===== config.mk =====
export PLATFORM = sky130hd
export DESIGN_NAME = wave_stim_gen
export DESIGN_NICKNAME = d
export VERILOG_FILES = /design/src/rtl/wave_stim_pkg.sv /design/src/rtl/wave_stim_lut.sv /design/src/rtl/wave_stim_gen.sv
export SDC_FILE = /design/constraint.sdc
export NUM_CORES = 1
export LEC_CHECK = 0
export ABC_CLOCK_PERIOD_IN_PS = 3430
export BUFFER_PORTS_ARGS = -buffer_cell sky130_fd_sc_hd__buf_2
export CORE_AREA = 2 2 74 76
export DETAILED_ROUTE_END_ITERATION = 8
export DIE_AREA = 0 0 76 78
export GPL_TIMING_DRIVEN = 0
export HOLD_SLACK_MARGIN = 0.08
export PLACE_DENSITY = 0.78
export RECOVER_POWER = 50
export SLEW_MARGIN = 30
export SYNTH_ARGS = -nofsm -noshare
export SYNTH_HDL_FRONTEND = slang
export SYNTH_SLANG_ARGS = --single-unit

===== constraint.sdc =====
create_clock -name clk_tb -period 3.43 [get_ports clk_tb]
set_input_delay 0.1715 -clock clk_tb [delete_from_list [all_inputs] [get_ports clk_tb]]
set_output_delay 0.1715 -clock clk_tb [all_outputs]
set_load 0.01 [all_outputs]

===== src/rtl/wave_stim_pkg.sv =====
// -----------------------------------------------------------------------------
// wave_stim_pkg
// Shared definitions for the periodic waveform stimulus generator:
//   - waveform mode encodings (sine / square / triangle / sawtooth)
//   - FSM state encodings (IDLE / RUN / STOP)
//   - number of steps per period and the four 8-entry 16-bit waveform tables
// The tables are full-scale signed 16-bit values indexed by phase 0..7.
// -----------------------------------------------------------------------------
package wave_stim_pkg;

  localparam int STEPS   = 8;
  localparam int PHASE_W = 3;
  localparam int TBL_W   = 16;

  typedef enum logic [1:0] {
    WAVE_SINE   = 2'd0,
    WAVE_SQUARE = 2'd1,
    WAVE_TRI    = 2'd2,
    WAVE_SAW    = 2'd3
  } wave_mode_e;

  typedef enum logic [1:0] {
    IDLE = 2'd0,
    RUN  = 2'd1,
    STOP = 2'd2
  } state_e;

  // Entry 0 is the leftmost element of each constant.
  localparam logic [0:STEPS-1][TBL_W-1:0] SINE_TBL = {
    16'h0000, 16'h5A7E, 16'h7FFF, 16'h5A7E,
    16'h0000, 16'hA582, 16'h8000, 16'hA582
  };

  localparam logic [0:STEPS-1][TBL_W-1:0] SQUARE_TBL = {
    16'h7FFF, 16'h7FFF, 16'h7FFF, 16'h7FFF,
    16'h8000, 16'h8000, 16'h8000, 16'h8000
  };

  localparam logic [0:STEPS-1][TBL_W-1:0] TRI_TBL = {
    16'h0000, 16'h4000, 16'h7FFF, 16'h4000,
    16'h0000, 16'hC000, 16'h8000, 16'hC000
  };

  localparam logic [0:STEPS-1][TBL_W-1:0] SAW_TBL = {
    16'h8000, 16'hA000, 16'hC000, 16'hE000,
    16'h0000, 16'h2000, 16'h4000, 16'h6000
  };

endpackage


===== src/rtl/wave_stim_lut.sv =====
// -----------------------------------------------------------------------------
// wave_stim_lut
// Combinational waveform lookup: (mode, phase) -> full-scale 16-bit sample.
// Ports:
//   mode_i   [1:0]  waveform select (wave_mode_e encoding)
//   phase_i  [2:0]  step within the period, 0..7
//   value_o  [15:0] signed table value
// -----------------------------------------------------------------------------
module wave_stim_lut
  import wave_stim_pkg::*;
(
  input  logic [1:0]         mode_i,
  input  logic [PHASE_W-1:0] phase_i,
  output logic [TBL_W-1:0]   value_o
);

  always_comb begin
    value_o = '0;
    case (wave_mode_e'(mode_i))
      WAVE_SINE:   value_o = SINE_TBL[phase_i];
      WAVE_SQUARE: value_o = SQUARE_TBL[phase_i];
      WAVE_TRI:    value_o = TRI_TBL[phase_i];
      WAVE_SAW:    value_o = SAW_TBL[phase_i];
      default:     value_o = '0;
    endcase
  end

endmodule


===== src/rtl/wave_stim_gen.sv =====
// -----------------------------------------------------------------------------
// wave_stim_gen
// Periodic 8-step signed waveform source with valid/ready output handshake.
// Modes: sine, square, triangle, sawtooth. Each table value is reduced to
// DATA_W bits (top bits kept), then arithmetically right-shifted by the
// latched attenuation. Configuration is captured on leaving IDLE and again
// at every period wrap, so mid-period changes never glitch a period.
//
// Parameters:
//   DATA_W   output sample width (8..16)
//   HOLD_W   width of hold_cycles
//   SHIFT_W  width of amp_shift
// Ports:
//   clk_tb        clock
//   reset_tb      asynchronous active-high reset
//   en            level-sensitive run request
//   mode          waveform select: 0 sine, 1 square, 2 triangle, 3 sawtooth
//   hold_cycles   minimum cycles between sample loads, minus one
//   amp_shift     attenuation shift; values >= DATA_W act as DATA_W-1
//   dc_offset     (only with WAVE_STIM_DC_OFFSET_EN) signed offset, saturating
//   sample_ready  consumer accepts the offered sample
//   sample_out    signed sample, stable while sample_valid is high
//   sample_valid  sample_out holds an unaccepted sample
//   period_start  one-cycle pulse when a phase-0 sample is loaded
//   busy          FSM not in IDLE
//
// Build option: define WAVE_STIM_DC_OFFSET_EN to add the dc_offset input and
// the saturating offset adder. Without it there is no port and no adder.
// -----------------------------------------------------------------------------
module wave_stim_gen
  import wave_stim_pkg::*;
#(
  parameter int DATA_W  = 16,
  parameter int HOLD_W  = 4,
  parameter int SHIFT_W = 4
) (
  input  logic                     clk_tb,
  input  logic                     reset_tb,
  input  logic                     en,
  input  logic [1:0]               mode,
  input  logic [HOLD_W-1:0]        hold_cycles,
  input  logic [SHIFT_W-1:0]       amp_shift,
`ifdef WAVE_STIM_DC_OFFSET_EN
  input  logic signed [DATA_W-1:0] dc_offset,
`endif
  input  logic                     sample_ready,
  output logic signed [DATA_W-1:0] sample_out,
  output logic                     sample_valid,
  output logic                     period_start,
  output logic                     busy
);

  // ---------------------------------------------------------------------------
  // State
  // ---------------------------------------------------------------------------
  state_e                    state_q;
  logic [PHASE_W-1:0]        phase_q;
  logic [HOLD_W-1:0]         hold_cnt_q;
  logic [1:0]                mode_q;
  logic [HOLD_W-1:0]         hold_q;
  logic [SHIFT_W-1:0]        shift_q;
  logic signed [DATA_W-1:0]  out_q;
  logic                      valid_q;
  logic                      pstart_q;
`ifdef WAVE_STIM_DC_OFFSET_EN
  logic signed [DATA_W-1:0]  offset_q;
`endif

  assign sample_out   = out_q;
  assign sample_valid = valid_q;
  assign period_start = pstart_q;
  assign busy         = (state_q != IDLE);

  // ---------------------------------------------------------------------------
  // Next-sample datapath
  // ---------------------------------------------------------------------------
  // The next load uses freshly sampled configuration when it starts a period
  // (leaving IDLE, or wrapping 7 -> 0); otherwise the latched copy.
  logic                     start_cfg_d;
  logic [1:0]               sel_mode_d;
  logic [SHIFT_W-1:0]       sel_shift_d;
  logic [PHASE_W-1:0]       sel_phase_d;
  logic [TBL_W-1:0]         lut_val;
  logic signed [TBL_W-1:0]  tbl_s;
  logic [4:0]               shift_amt_d;
  logic signed [DATA_W-1:0] shifted_d;
  logic signed [DATA_W-1:0] sample_d;
  int                       shift_req;

  assign start_cfg_d = (state_q == IDLE) || (phase_q == PHASE_W'(STEPS - 1));
  assign sel_mode_d  = start_cfg_d ? mode      : mode_q;
  assign sel_shift_d = start_cfg_d ? amp_shift : shift_q;
  assign sel_phase_d = (state_q == IDLE) ? '0 : phase_q + 1'b1;

  wave_stim_lut u_lut (
    .mode_i  (sel_mode_d),
    .phase_i (sel_phase_d),
    .value_o (lut_val)
  );

  assign tbl_s = lut_val;

  always_comb begin
    shift_req   = int'(sel_shift_d);
    shift_amt_d = (shift_req >= DATA_W) ? 5'(DATA_W - 1) : 5'(shift_req);
    // Narrowing to DATA_W (keep top bits) and attenuation fold into a single
    // arithmetic shift of the 16-bit table value; the low DATA_W bits of the
    // result are exactly (top bits) >>> shift.
    shifted_d   = DATA_W'((tbl_s >>> (TBL_W - DATA_W)) >>> shift_amt_d);
  end

`ifdef WAVE_STIM_DC_OFFSET_EN
  logic signed [DATA_W-1:0] sel_offset_d;
  logic signed [DATA_W:0]   sum_d;

  assign sel_offset_d = start_cfg_d ? dc_offset : offset_q;

  always_comb begin
    sum_d = {shifted_d[DATA_W-1], shifted_d} + {sel_offset_d[DATA_W-1], sel_offset_d};
    // Overflow shows as a disagreement between the guard bit and the MSB.
    if (sum_d[DATA_W] != sum_d[DATA_W-1]) begin
      sample_d = sum_d[DATA_W] ? {1'b1, {(DATA_W-1){1'b0}}}
                               : {1'b0, {(DATA_W-1){1'b1}}};
    end else begin
      sample_d = sum_d[DATA_W-1:0];
    end
  end
`else
  assign sample_d = shifted_d;
`endif

  // A load may happen once the hold has expired and the current sample is no
  // longer pending (never offered, already taken, or being taken now).
  logic load_point_d;
  assign load_point_d = (hold_cnt_q == hold_q) && (!valid_q || sample_ready);

  // ---------------------------------------------------------------------------
  // FSM with registered outputs
  // ---------------------------------------------------------------------------
  always_ff @(posedge clk_tb or posedge reset_tb) begin
    if (reset_tb) begin
      state_q    <= IDLE;
      phase_q    <= '0;
      hold_cnt_q <= '0;
      mode_q     <= '0;
      hold_q     <= '0;
      shift_q    <= '0;
      out_q      <= '0;
      valid_q    <= 1'b0;
      pstart_q   <= 1'b0;
`ifdef WAVE_STIM_DC_OFFSET_EN
      offset_q   <= '0;
`endif
    end else begin
      pstart_q <= 1'b0;
      case (state_q)
        IDLE: begin
          if (en) begin
            mode_q     <= mode;
            hold_q     <= hold_cycles;
            shift_q    <= amp_shift;
`ifdef WAVE_STIM_DC_OFFSET_EN
            offset_q   <= dc_offset;
`endif
            phase_q    <= '0;
            out_q      <= sample_d;
            valid_q    <= 1'b1;
            pstart_q   <= 1'b1;
            hold_cnt_q <= '0;
            state_q    <= RUN;
          end
        end

        RUN: begin
          if (load_point_d) begin
            if (en) begin
              phase_q    <= sel_phase_d;
              out_q      <= sample_d;
              valid_q    <= 1'b1;
              hold_cnt_q <= '0;
              if (start_cfg_d) begin
                mode_q   <= mode;
                hold_q   <= hold_cycles;
                shift_q  <= amp_shift;
`ifdef WAVE_STIM_DC_OFFSET_EN
                offset_q <= dc_offset;
`endif
                pstart_q <= 1'b1;
              end
            end else begin
              // Last sample has been taken; wind down without a new load.
              valid_q <= 1'b0;
              state_q <= STOP;
            end
          end else begin
            if (hold_cnt_q != hold_q) begin
              hold_cnt_q <= hold_cnt_q + 1'b1;
            end
            if (valid_q && sample_ready) begin
              valid_q <= 1'b0;
            end
          end
        end

        STOP: begin
          out_q      <= '0;
          valid_q    <= 1'b0;
          phase_q    <= '0;
          hold_cnt_q <= '0;
          state_q    <= IDLE;
        end

        default: begin
          state_q <= IDLE;
        end
      endcase
    end
  end

endmodule


Word level (Yosys, flattened, before mapping) --
Memory sizes are Yosys's and may differ from the RTL's. Cells that the tools add are included.
Storage, ports and cells: register bits after elaboration 37, memories 4, logic and storage cells 99, output and inout port bits 19, bits in read-only memories 512
Memories:
- (no name shown) | words 8, width 16, rd ports 1, clocked after Yosys merged registers in 0, write ports 0, line wave_stim_lut.sv:20 | WAVE_SINE: value_o = SINE_TBL[phase_i];
- (no name shown) | words 8, width 16, rd ports 1, clocked after Yosys merged registers in 0, write ports 0, line wave_stim_lut.sv:22 | WAVE_TRI: value_o = TRI_TBL[phase_i];
- (no name shown) | words 8, width 16, rd ports 1, clocked after Yosys merged registers in 0, write ports 0, line wave_stim_lut.sv:23 | WAVE_SAW: value_o = SAW_TBL[phase_i];
- (no name shown) | words 8, width 16, rd ports 1, clocked after Yosys merged registers in 0, write ports 0, line wave_stim_lut.sv:21 | WAVE_SQUARE: value_o = SQUARE_TBL[phase_i];
Cells by class: shift operators 1, order comparisons 1, multiplexer cells 49, reductions and logical operators 17, $add $sub $neg 2, bitwise gates (word level) 1, equal/unequal tests 15
Operators by type and width (number):
- two-way mux 16 bit | 10
- case mux 16 bit (4 select lines) | 1
- case mux 16 bit (3 select lines) | 1
- two-way mux 4 bit | 11
- case mux 4 bit (2 select lines) | 2
- >>> shifter 16 x 4 -> 16 bit | 1
- two-way mux 2 bit | 7
- two-way mux 3 bit | 4
- case mux 4 bit (3 select lines) | 1
- inequality test 2 bit (second input constant) | 5
- case mux 3 bit (3 select lines) | 1
- case mux 2 bit (2 select lines) | 2
- AND reduction 4 bit | 2
- two-way mux 1 bit | 7
- == test 2 bit (second input constant) | 3
- inequality test 3 bit (second input constant) | 2
- AND reduction 3 bit | 2
- AND reduction 5 bit | 1
- adder 4 x 1 -> 4 bit (second input constant) | 1
- == test 2 x 1 -> 1 bit (second input constant) | 2
- == test 4 bit | 1
- >= comparator 4 bit (second input constant) | 1
- zero test 2 bit | 2
- inequality test 4 bit | 1
- 11 further kinds | 15

Depth between registers and ports, before layout --
depth after elaboration 11, mapped depth 12, mapped depth without buffers 9

By module --
From an unflattened synthesis, not the netlist that was laid out.
Second synthesis, totals: cell total of the unflattened synthesis 275, area total of the unflattened synthesis 2702.6 sq um
By module, submodules not included:
- wave_stim_gen | sequential area each 925.9 sq um, area an instance 2502.4 sq um, cells each 246, instances 1
- wave_stim_lut | sequential area each 0.0 sq um, area an instance 200.2 sq um, cells each 29, instances 1

Least setup slack after synthesis --
Ideal clock, no wire load.
path kind register to register, start register phase_q[0], end register out_q[0] (netlist: sample_out[0]), stages on the path, launching flop included 11, setup slack 0.811 ns, period minus slack after synthesis 2.619 ns, data required time 3.304 ns, buffers on the path 2, data arrival time 2.493 ns, cells stage by stage dfrtp_1 ha_1 ha_1 buf_6 or3b_1 and2_2 buf_4 mux2i_1 a221oi_2 nor2_1 a221o_1
Between the ends: longest elaborated chain between the ends 11, elaborated cells on any way between the ends 28, classes of those cells 1 x add/sub; 4 x eq/ne; 1 x shift; 15 x mux; 1 x bitwise; 2 x reduce/logical; 4 x memory
RTL lines:
- from (decl) | line wave_stim_gen.sv:57 | logic [PHASE_W-1:0] phase_q;
- from (signal assigned) | line wave_stim_gen.sv:177 | phase_q <= sel_phase_d;
- adder 3 x 1 -> 3 bit | line wave_stim_gen.sv:93 | assign sel_phase_d = (state_q == IDLE) ? '0 : phase_q + 1'b1;
- two-way mux 3 bit | line wave_stim_gen.sv:93
- inverter 3 -> 4 bit (implied by the code)
- memory read (8 x 16 bit), on equally long branches
- two-way mux 16 bit, on equally long branches (2 in series)
- case mux 16 bit (4 select lines) | line wave_stim_lut.sv:19 | case (wave_mode_e'(mode_i))
- >>> shifter 16 x 4 -> 16 bit (*) | line wave_stim_gen.sv:109 | shifted_d = DATA_W'((tbl_s >>> (TBL_W - DATA_W)) >>> shift_amt_d);
- two-way mux 16 bit (*) | line wave_stim_gen.sv:158, wave_stim_gen.sv:176
- two-way mux 16 bit | line wave_stim_gen.sv:175 | if (load_point_d) begin
- case mux 16 bit (3 select lines) (*) | line wave_stim_gen.sv:156 | case (state_q)
- to (signal assigned) | line wave_stim_gen.sv:166 | out_q <= sample_d;
- to (signal assigned) | line wave_stim_gen.sv:178 | out_q <= sample_d;
- to (decl) | line wave_stim_gen.sv:62 | logic signed [DATA_W-1:0] out_q;
Mark *: on every way between the ends. The rest lies on a longest branch, timed or not. The select of a mux whose other input is x is not followed. A chain may end at the register's enable or synchronous reset.

Worst setup path in the final report --
start register phase_q[0], end register out_q[3] (netlist: sample_out[3])
Same word-level chain as after synthesis.

==> results.json <==
{
  "synth_edf_count": 0,
  "hp-start": "hold_cycles[0]",
  "routed_wl_um": 7213,
  "start_util": 0.5737,
  "io_pins": 33,
  "r2r-start": "phase_q[0]",
  "viasPerCell": 6.318,
  "peakVddDrop_uv": 502.4,
  "tightest_slew_ns": 1.419,
  "holdCritPathClass": "in2reg",
  "globalplace.congestion": 0.9428,
  "fp.dieArea_mm2": 0.005928,
  "grt_first_pass_wirelength_um": 12060,
  "final_area_mm2": 0.003222,
  "netlist_instances": 323,
  "gr-max-usage-layer": "met2",
  "die_w_um": 76,
  "grt_max_degree": 38,
  "finClkSkew_ns": 0.007016,
  "cts_buffers": 5,
  "die_y_um": 78,
  "synth.ff_latch_count": 37,
  "ys_top_cells_by_area": "dfrtp_1, mux2_2, nand2_1",
  "crit_start": "phase_q[0]",
  "nets": 382,
  "required_ns": 3.62,
  "io_buffer_count": 30,
  "hold_slack_ns": 0.1088,
  "grt_pass1_vias": 2575,
  "postPlaceCellArea_mm2": 0.003131,
  "drt_pass1_iterations": 4,
  "final_util": 0.6390,
  "async_reset_ff_frac": 1.000,
  "nFillCells": 440,
  "power_density_mw_per_mm2": 1209,
  "num_rows": 26,
  "drc": 0,
  "synth.largest_area_cell": "dfrtp_1",
  "syn_avg_cell_area_um2": 8.956,
  "cts_max_path_buffers": 2,
  "grtUsageMet2": 0.4241,
  "tns_ns": 0,
  "cts_setup_buffers": 0,
  "cts_resized": 0,
  "grt_use_met3": 0.04651,
  "finalSetupViolCount": 0,
  "synth.most_common_cell": "dfrtp_1",
  "rsz0062_at_grt": "false",
  "grt_overflow_total": 0,
  "wire_per_inst_um": 16.74,
  "hold_viol_final": 0,
  "final-max-slew-violation-count": 0,
  "clkTransAtPathRegs_ns": 0.08,
  "timing.fmax_mhz": 323.5,
  "criticalPathCategory": "reg2reg",
  "grt_usage": 0.2526,
  "synth_top_area_frac": 0.3201,
  "crit_fanout": 10,
  "vias": 2723,
  "synth_fp_nets": 344,
  "drt_iter0_markers": 350,
  "n_antenna_cell": 0,
  "p_leak_nw": 1.378,
  "syn_area_mm2": 0.002893,
  "status": "complete, no violations",
  "detail-route-antenna-nets": 0,
  "syn_to_final_growth_pct": 11.38,
  "antenna_found_initial": 0,
  "dp_hpwl_um": 5354,
  "cts-hold-fix-buffers": 1,
  "cts_sinks": 37,
  "h-tree-depth": 2,
  "power_w": 0.003896,
  "grt_use_met1": 0.3133,
  "cts_root_buffer": "clkbuf_8",
  "fin_crit_sh": 0.9011,
  "start_kind": "flip-flop",
  "synth-seq-area-share": 0.3201,
  "yosys_warnings": 0,
  "core_area_mm2": 0.005042,
  "slew_headroom": 0.05265,
  "post-route-min-period_ns": 3.091,
  "synth_cell_types": 75,
  "synth_top_flop_cell": "dfrtp_1",
  "clk_latency_ns": 0.29,
  "drv_cap": 0,
  "cts_tree": "done",
  "crit_arrival_ns": 3.28,
  "end_kind": "flip-flop",
  "drive_above_1_share": 0.1856,
  "synthTopCellsByCount": "dfrtp_1, nand2_1, nor2_1"
}
-- path summary, 6_finish.rpt --
check	depth (start not counted)	end	slack, ns
min in group asynchronous	3	sample_out[2]	0.85
worst min register to register	2	phase_q[1]	0.49
worst max-delay path	9	sample_out[3]	0.34
worst max register to register	9	sample_out[3]	0.34
worst min-delay path	2	hold_q[0]	0.11
max in group asynchronous	3	mode_q[0]	1.74
-- state kept, by name (all words and copies together), names as in the netlist --
register and flops:
phase_q 3, mode_q 2, sample_out 16, shift_q 4
hold_cnt_q 4, hold_q 4, period_start 1, state_q 2
sample_valid 1
-- power by group --
group | total, W | internal [W] | switching (W)
sequential | 0.000768 | 0.000629 | 0.000140
clock | 0.000373 | 0.000211 | 0.000162
combinational | 0.00275 | 0.00111 | 0.00165
total | 0.00390 | 0.00195 | 0.00195
-- metal layers --
metal	wire, um	vias to the layer above
met4	256	0
met5	0	-
met3	424	22
li1	-	1297
met1	3130	1292
met2	3401	112
-- cells in the final DEF, fill, tap and decap left out, drive strengths merged, types with 5 or more instances in the layout --
cell	netlist	layout
a21oi	18	18
nand2	30	30
o21ai	27	27
clkbuf	8	31
nor2	25	25
buf	10	22
a21o	8	8
a31oi	6	6
o211ai	5	5
ha	7	7
dfrtp	37	37
nand2b	6	6
and2	7	7
mux2i	7	7
mux2	15	15
nor3	9	9
inv	10	10
a221o	5	5
nand3	6	6
o31ai	5	5
a22o	5	5
nor2b	6	6
-- stage by stage --
step / cells / setup slack (ns)
floorplan: 323 / 0.8113
global placement: 423 / 0.4136
detailed placement: 423 / 0.3317
CTS: 431 / 0.3478
global route: 431 / 0.1501
finish: 431 / 0.3391
-- logic make-up after synthesis --
| group | share of synthesized area |
|---|---|
| simple gates | 0.1955 |
| xor+xnor | 0.01514 |
| compound gates | 0.3015 |
| flops | 0.3201 |
| buf+inv | 0.04801 |
| fa+ha+maj | 0.03028 |
| mux | 0.08953 |
-- layout make-up --
| class | instances | area, um^2 | share of cell area |
|---|---|---|---|
| multi-input combinational | 258 | 1828 | 0.5674 |
| sequential | 37 | 925.9 | 0.2874 |
| timing repair buffer | 31 | 137.6 | 0.04272 |
| buffer | 18 | 101.3 | 0.03146 |
| tap | 70 | 87.58 | 0.02718 |
| clock buffer | 5 | 68.82 | 0.02136 |
| inverter | 10 | 37.54 | 0.01165 |
| clock inverter | 2 | 35.03 | 0.01087 |
-- critical path, cell delays in order (launching register included) --
cell and delay [ns]:
dfrtp_1 0.46, ha_1 0.24, ha_1 0.24, buf_6 0.17
nor2_4 0.23, mux2i_1 0.76, nand2_1 0.23, nor4_1 0.32
nor4_1 0.08, a32o_1 0.26
Power figures use the tool's default switching activity.
